==> src/rtl/pau_arbiter.sv <==
// pau_arbiter: two-requester round-robin front end for a shared posit arithmetic unit.
// Accepts one operation at a time, waits for the datapath (with a minimum settle window
// and an abort timeout), then holds the response until the consumer takes it.
module pau_arbiter #(
   parameter int unsigned PAU_N       = 32,
   parameter int unsigned WAIT_MIN    = 4,
   parameter int unsigned TIMEOUT     = 255,
   parameter int unsigned COUNTER_LEN = 8
) (
   input  logic             clk,
   input  logic             rst,
   input  logic [1:0]       req_valid,
   output logic [1:0]       req_ready,
   input  logic [1:0]       req0_op,
   input  logic [1:0]       req1_op,
   input  logic [PAU_N-1:0] req0_a,
   input  logic [PAU_N-1:0] req0_b,
   input  logic [PAU_N-1:0] req1_a,
   input  logic [PAU_N-1:0] req1_b,
   output logic             pau_start,
   output logic [1:0]       pau_op,
   output logic [PAU_N-1:0] pau_a,
   output logic [PAU_N-1:0] pau_b,
   input  logic             pau_done,
   input  logic [PAU_N-1:0] pau_result,
   output logic             rsp_valid,
   input  logic             rsp_ready,
   output logic             rsp_id,
   output logic [PAU_N-1:0] rsp_data,
   output logic             rsp_err,
   output logic             busy
);

   localparam logic [COUNTER_LEN-1:0] WaitMinCnt = COUNTER_LEN'(WAIT_MIN);
   localparam logic [COUNTER_LEN-1:0] TimeoutCnt = COUNTER_LEN'(TIMEOUT);

   typedef enum logic [1:0] {StIdle, StRun, StResp} state_e;

   state_e                 state;
   logic [COUNTER_LEN-1:0] count;
   logic                   last_grant;
   logic                   grant_id;
   logic                   grant_any;
   logic                   transfer;
   logic                   done_ok;
   logic                   timed_out;

   // Round-robin grant: on a tie the requester not served last wins.
   always_comb begin
      grant_any = |req_valid;
      if (req_valid == 2'b11) begin
         grant_id = ~last_grant;
      end else begin
         grant_id = req_valid[1];
      end
      req_ready = 2'b00;
      // Gating with rst keeps req_ready low for the whole reset pulse.
      if ((state == StIdle) && !rst && grant_any) begin
         req_ready = {grant_id, ~grant_id};
      end
      transfer = |(req_valid & req_ready);
   end

   // Completion qualifiers; done before the settle window is ignored.
   always_comb begin
      done_ok   = pau_done && (count >= WaitMinCnt);
      timed_out = (count == TimeoutCnt);
   end

   // Control FSM with registered outputs and captured operation/response.
   always_ff @(posedge clk or posedge rst) begin
      if (rst) begin
         state      <= StIdle;
         count      <= '0;
         last_grant <= 1'b1;
         pau_op     <= 2'b00;
         pau_a      <= '0;
         pau_b      <= '0;
         rsp_data   <= '0;
         rsp_id     <= 1'b0;
         rsp_err    <= 1'b0;
         pau_start  <= 1'b0;
         rsp_valid  <= 1'b0;
         busy       <= 1'b0;
      end else begin
         unique case (state)
            StIdle: begin
               if (transfer) begin
                  pau_op     <= grant_id ? req1_op : req0_op;
                  pau_a      <= grant_id ? req1_a : req0_a;
                  pau_b      <= grant_id ? req1_b : req0_b;
                  rsp_id     <= grant_id;
                  last_grant <= grant_id;
                  count      <= '0;
                  pau_start  <= 1'b1;
                  busy       <= 1'b1;
                  state      <= StRun;
               end
            end
            StRun: begin
               if (count != TimeoutCnt) begin
                  count <= count + 1'b1;
               end
               // A qualified done takes priority over a simultaneous timeout.
               if (done_ok) begin
                  rsp_data  <= pau_result;
                  rsp_err   <= 1'b0;
                  pau_start <= 1'b0;
                  rsp_valid <= 1'b1;
                  state     <= StResp;
               end else if (timed_out) begin
                  rsp_data  <= '0;
                  rsp_err   <= 1'b1;
                  pau_start <= 1'b0;
                  rsp_valid <= 1'b1;
                  state     <= StResp;
               end
            end
            StResp: begin
               if (rsp_ready) begin
                  rsp_valid <= 1'b0;
                  busy      <= 1'b0;
                  state     <= StIdle;
               end
            end
            default: begin
               pau_start <= 1'b0;
               rsp_valid <= 1'b0;
               busy      <= 1'b0;
               state     <= StIdle;
            end
         endcase
      end
   end

endmodule

==> config.mk <==
export PLATFORM = sky130hd
export DESIGN_NAME = pau_arbiter
export DESIGN_NICKNAME = d
export VERILOG_FILES = /design/src/rtl/pau_arbiter.sv
export SDC_FILE = /design/constraint.sdc
export NUM_CORES = 1
export LEC_CHECK = 0
export ABC_CLOCK_PERIOD_IN_PS = 5350
export CAP_MARGIN = 20
export CORE_MARGIN = 5
export CORE_UTILIZATION = 38
export DETAILED_ROUTE_END_ITERATION = 6
export GPL_ROUTABILITY_DRIVEN = 0
export GPL_TIMING_DRIVEN = 0
export PLACE_DENSITY = 0.89
export SLEW_MARGIN = 20
export SYNTH_ARGS = -nofsm -noshare
export SYNTH_HDL_FRONTEND = slang
export SYNTH_SLANG_ARGS = --single-unit
==> constraint.sdc <==
create_clock -name clk -period 5.35 [get_ports clk]
set_clock_uncertainty 0.1 [all_clocks]
set_input_delay 1.605 -clock clk [delete_from_list [all_inputs] [get_ports clk]]
set_output_delay 1.605 -clock clk [all_outputs]
set_load 0.01 [all_outputs]
; ---- Word level (Yosys, flattened, before mapping)
; Cells that the tools add are included.
[totals]
reg_bits = 114
latch_bits = 0
mem_bits_rw = 0
mem_bits_ro = 0
in_bits = 170
memories = 0
[classes]
addsub = 1
n_mul = 0
div_mod_pow = 0
magnitude_cmp = 1
eq_ne = 9
n_shift = 0
mux = 25
bitwise_logic = 6
n_reduce_logical = 16
[ops]
columns = cell, count
row1 = 32-bit 2-to-1 mux, 4
row2 = 8-bit 2-to-1 mux, 2
row3 = 8-bit one-hot mux with 2 select lines, 1
row4 = 3-bit AND reduction, 5
row5 = 2-bit 2-to-1 mux, 6
row6 = 1-bit one-hot mux with 3 select lines, 3
row7 = 8-bit by 1-bit adder with 8-bit output (second input constant), 1
row8 = 8-bit equality test (second input constant), 1
row9 = 8-bit by 3-bit greater-or-equal comparator with 1-bit output (second input constant), 1
row10 = 1-bit 2-to-1 mux, 8
row11 = 8-bit inequality test (second input constant), 1
row12 = 2-bit inequality test (second input constant), 3
row13 = 2-bit one-hot mux with 3 select lines, 1
row14 = 1-bit inverter, 5
row15 = 2-bit equality test (second input constant), 2
row16 = 2-bit AND reduction, 2
row17 = 2-bit nonzero test, 2
row18 = 2-bit OR reduction, 2
row19 = 1-bit logical AND, 3
row20 = 3-bit inequality test (second input constant), 1
row21 = 2-bit bitwise AND, 1
row22 = 2-bit by 1-bit equality test with 1-bit output (second input constant), 1
row23 = 2-bit logical NOT, 1
row24 = 1-bit logical NOT, 1

; ---- Longest topological paths before layout
[logic_depth]
word_depth = 8
mapped_depth = 8
depth_no_buf = 5

; ---- Least setup slack after synthesis
; No wires, ideal clock.
[synth_timing]
kind = in2out
from = in rst
to = out req_ready[0]
arrival_ns = 2.628
required_time_ns = 3.645
slack_ns = 1.017
cell_stages = 3
path_buffers = 1
path_cell_list = or2_2 a2111oi_2 clkbuf_1
[synth_via]
elab_chain_cells = 4
[synth_rtl]
columns = item, line_no
row1 = "start, declared", 11  ; input logic rst,
row2 = 1-bit logical NOT (no line), n/a
row3 = 1-bit logical AND (2 in a row), 58  ; if ((state == StIdle) && !rst && grant_any) begin
row4 = 2-bit 2-to-1 mux, 58
row5 = "end, declared", 13  ; output logic [1:0] req_ready,
; Every way passes these cells.

; ---- Worst setup path in the final report
; Ends and elaborated chain as after synthesis.

==> flow_summary.toml <==
[run_status]
status = "finished clean"

[grt]
grt_antenna_before_repair = 0
grt_pass1_vias = 5116
grt_max_degree = 59
grt_pass1_wl_microns = 27070
track_usage_pct = 23.73
overflow = 0

[cells_and_area]
fillerInstances = 858
final_area_sq_mm = 0.008347
antenna_cells = 0
area_growth_pct = 77.66
final_common_cell = "clkdlybuf4s50_1"
final_cell_count_no_fill = 919
layout.nets = 910
finish.utilization_pct = 69.20
final_cell_mix = "274 x clkdlybuf4s50_1, 140 x nand2_1, 113 x dfrtp_1, 66 x a22oi_1, 32 x a22o_1"
drive_above_1_share_pct = 6.658

[timing]
relSlewSlack_pct = 57.90
hold_viol = 0
finalCriticalPeriod_ns = 5.232
period_share_pct = 97.80
slew_viol_final = 0
final.setup.worst_slack_ns = 0.1175
setup_viol = 0
rsz0062_at_grt = "false"
tightestPinTransition_ns = 0.6315
max_freq_mhz = 191.1

[worst_setup_path]
critPathKind = "in -> out"
worst_path_largest_cell_delay_ns = 0.56
critPathTopFamily = "buffers and inverters"
cp_num_cells = 5
reg2regPathDepth = 8
required_ns = 3.65
crit_top_cell = "clkdlybuf4s50_1"
slowest_stage = "clkdlybuf4s50_1"
crit_buf_inv = 3
worstSetupStartpointType = "input port"
endpoint_kind = "output port"
critPathArrivalTime_ns = 3.53
worst-path-max-fanout = 10
path_cells = "clkdlybuf4s50_1 > or2_2 > a2111oi_4 > clkbuf_4 > clkdlybuf4s50_1"

[yosys]
synthCells = 444
yosys-top-cells-area = "dfrtp_1 60%, nand2_1 11%, a22oi_1 11%"
ys_warn_count = 0
synth_fp_nets = 616
syn_area_per_cell_sq_um = 10.58
synth_top_area_cell = "dfrtp_1"
ys_ff_latch = 114
synth-seq-area-share_pct = 60.75
syn-cell-area_sq_mm = 0.004698
synth_top_area_share_pct = 60.19
ys_types = 37

[clocking]
cts.path.max_buffers = 2
cts-buffers-inserted = 17
tritoncts = "yes"
cts_sinks = 114
clk_latency_ns = 0.40
htree_levels = 4
cts.clk_slew.worst_paths_ns = 0.05
clockRootBuffer = "clkbuf_16"

[routing]
ant_nets = 0
routedWlPerCell_microns = 18.94
vias = 4757
drt_wl_total_microns = 17410
firstDrtPassIters = 4
via_per_inst = 5.176
drtIter0Drc = 204
drc_errors = 0

[worst_hold_path]
worstHoldPathCells = 1
min-delay-path-class = "reg -> reg"

[floorplan]
io_pins = 275
die_w_microns = 121.2
die_y_microns = 121.2
rows = 40
core_region_area_sq_mm = 0.01206
initial_core_util_pct = 38.95
die_area_sq_mm = 0.01469

[pwr]
netSwitchingPower_mw = 1.511
p_int_mw = 3.232
p_leak_nw = 3.719
fin_total_pwr_mw = 4.743
clkPwrFrac_pct = 25.9
p_seq_share_pct = 32.1
irDropWorstVdd_v = 0.0002749
p_comb_share_pct = 42.0
p_per_area_mw_per_mm2 = 568.3
swShare_pct = 31.87

[place]
placed_cell_area_sq_mm = 0.007684
detailed_place_hpwl_microns = 13220
dp_cells = 887
io_buffers = 274
post-place-ws_ns = -0.4916

[run]
max-cap-violations = 0
## synthesized netlist by cell type
cell	count
nand2_1	140
dfrtp_1	113
a22oi_1	66
a22o_1	32
clkbuf_1	21
buf_2	8
inv_1	6
nor2_1	6
buf_6	4
nand3_1	4
o21ai_0	4
a21o_1	3
and2_1	3
nor3_1	3
o31ai_1	3
a21oi_1	2
and3_1	2
ha_1	2
mux2i_1	2
nand4_1	2
o211ai_1	2
a2111oi_2	1
a211oi_1	1
a31oi_1	1
and4_1	1
dfstp_2	1
nand2b_1	1
nor2b_1	1
nor4_1	1
o21ai_2	1
o2bb2ai_1	1
o311ai_0	1
o31a_1	1
or2_2	1
or3_1	1
or4_1	1
xnor2_1	1
## power by group through the flow
| stage | Sequential [mW] | Combinational (mW) | Clock, mW |
|---|---|---|---|
| after floorplan | 1.66 | 0.705 | 0 |
| after global placement | 1.49 | 1.94 | 0 |
| after detailed placement | 1.52 | 2.00 | 0 |
| after CTS | 1.51 | 2.02 | 1.25 |
| after global routing | 1.56 | 2.15 | 1.29 |
| final | 1.52 | 1.99 | 1.23 |
## worst paths after layout
kind | from | endpoint | slack (ns)
worst min register to register | rsp_id | rsp_id | 0.39
min in group asynchronous | rst | pau_b[29] | 1.57
worst min-delay path | rsp_id | rsp_id | 0.39
worst max-delay path | rst | req_ready[0] | 0.12
worst max register to register | state[0] | pau_a[12] | 2.82
max in group asynchronous | rst | pau_b[6] | 2.92
## per-layer routing
layer	wire length (microns)	GRT usage (%)
met1	6279	24.87
met2	8849	41.72
met3	1666	9.790
met4	609	10.29
met5	0	0
## flip-flops by register name, summed over array words and instances, names as in the netlist
name / cells
busy: 1
rsp_err: 1
state: 2
rsp_data: 32
pau_op: 2
pau_b: 32
last_grant: 1
pau_start: 1
rsp_id: 1
count: 8
rsp_valid: 1
pau_a: 32
## area by class of cell
| class | count | area (sq um) | area share (%) |
|---|---|---|---|
| Sequential cell | 114 | 2854 | 34.19 |
| Buffer | 32 | 163.9 | 1.964 |
| Clock inverter | 11 | 182.7 | 2.189 |
| Clock buffer | 21 | 460.4 | 5.516 |
| Tap cell | 168 | 210.2 | 2.518 |
| Inverter | 6 | 27.53 | 0.3298 |
| Multi-Input combinational cell | 291 | 1670 | 20.01 |
| Timing Repair Buffer | 276 | 2778 | 33.28 |
## worst reg2reg max path, delay by kind of cell (launching register included)
family | cells | cell delay [ns]
buf+inv | 4 | 1.37
flops | 1 | 0.36
simple gates | 3 | 0.50
compound gates | 1 | 0.14
## cell families after synthesis
family          after synthesis  synth area share [%]
fa+ha+maj                     2                0.5325
buf+inv                      39                 3.968
simple gates                167                 14.35
flops                       114                 60.75
mux                           2                0.4261
xor+xnor                      1                0.1865
compound gates              119                 19.79
## through the flow
stage / hold WS, ns / setup TNS (ns)
2_1_floorplan: 0.3916 / 0
3_3_place_gp: 0.3619 / -108.66
3_5_place_dp: 0.3803 / -0.5116
4_1_cts: 0.3934 / 0
5_1_grt: 0.4071 / 0
6_report: 0.3927 / 0
## timing repair
| item | 4_1_cts | 5_1_grt |
|---|---|---|
| endpoints found under the hold margin | 0 | 0 |
| setup buffers | 1 | 0 |
| hold buffers | 0 | 0 |
| gates resized for setup | 3 | 0 |
| setup endpoints to repair | 2 | 0 |
(Power assumes the default switching activity.)
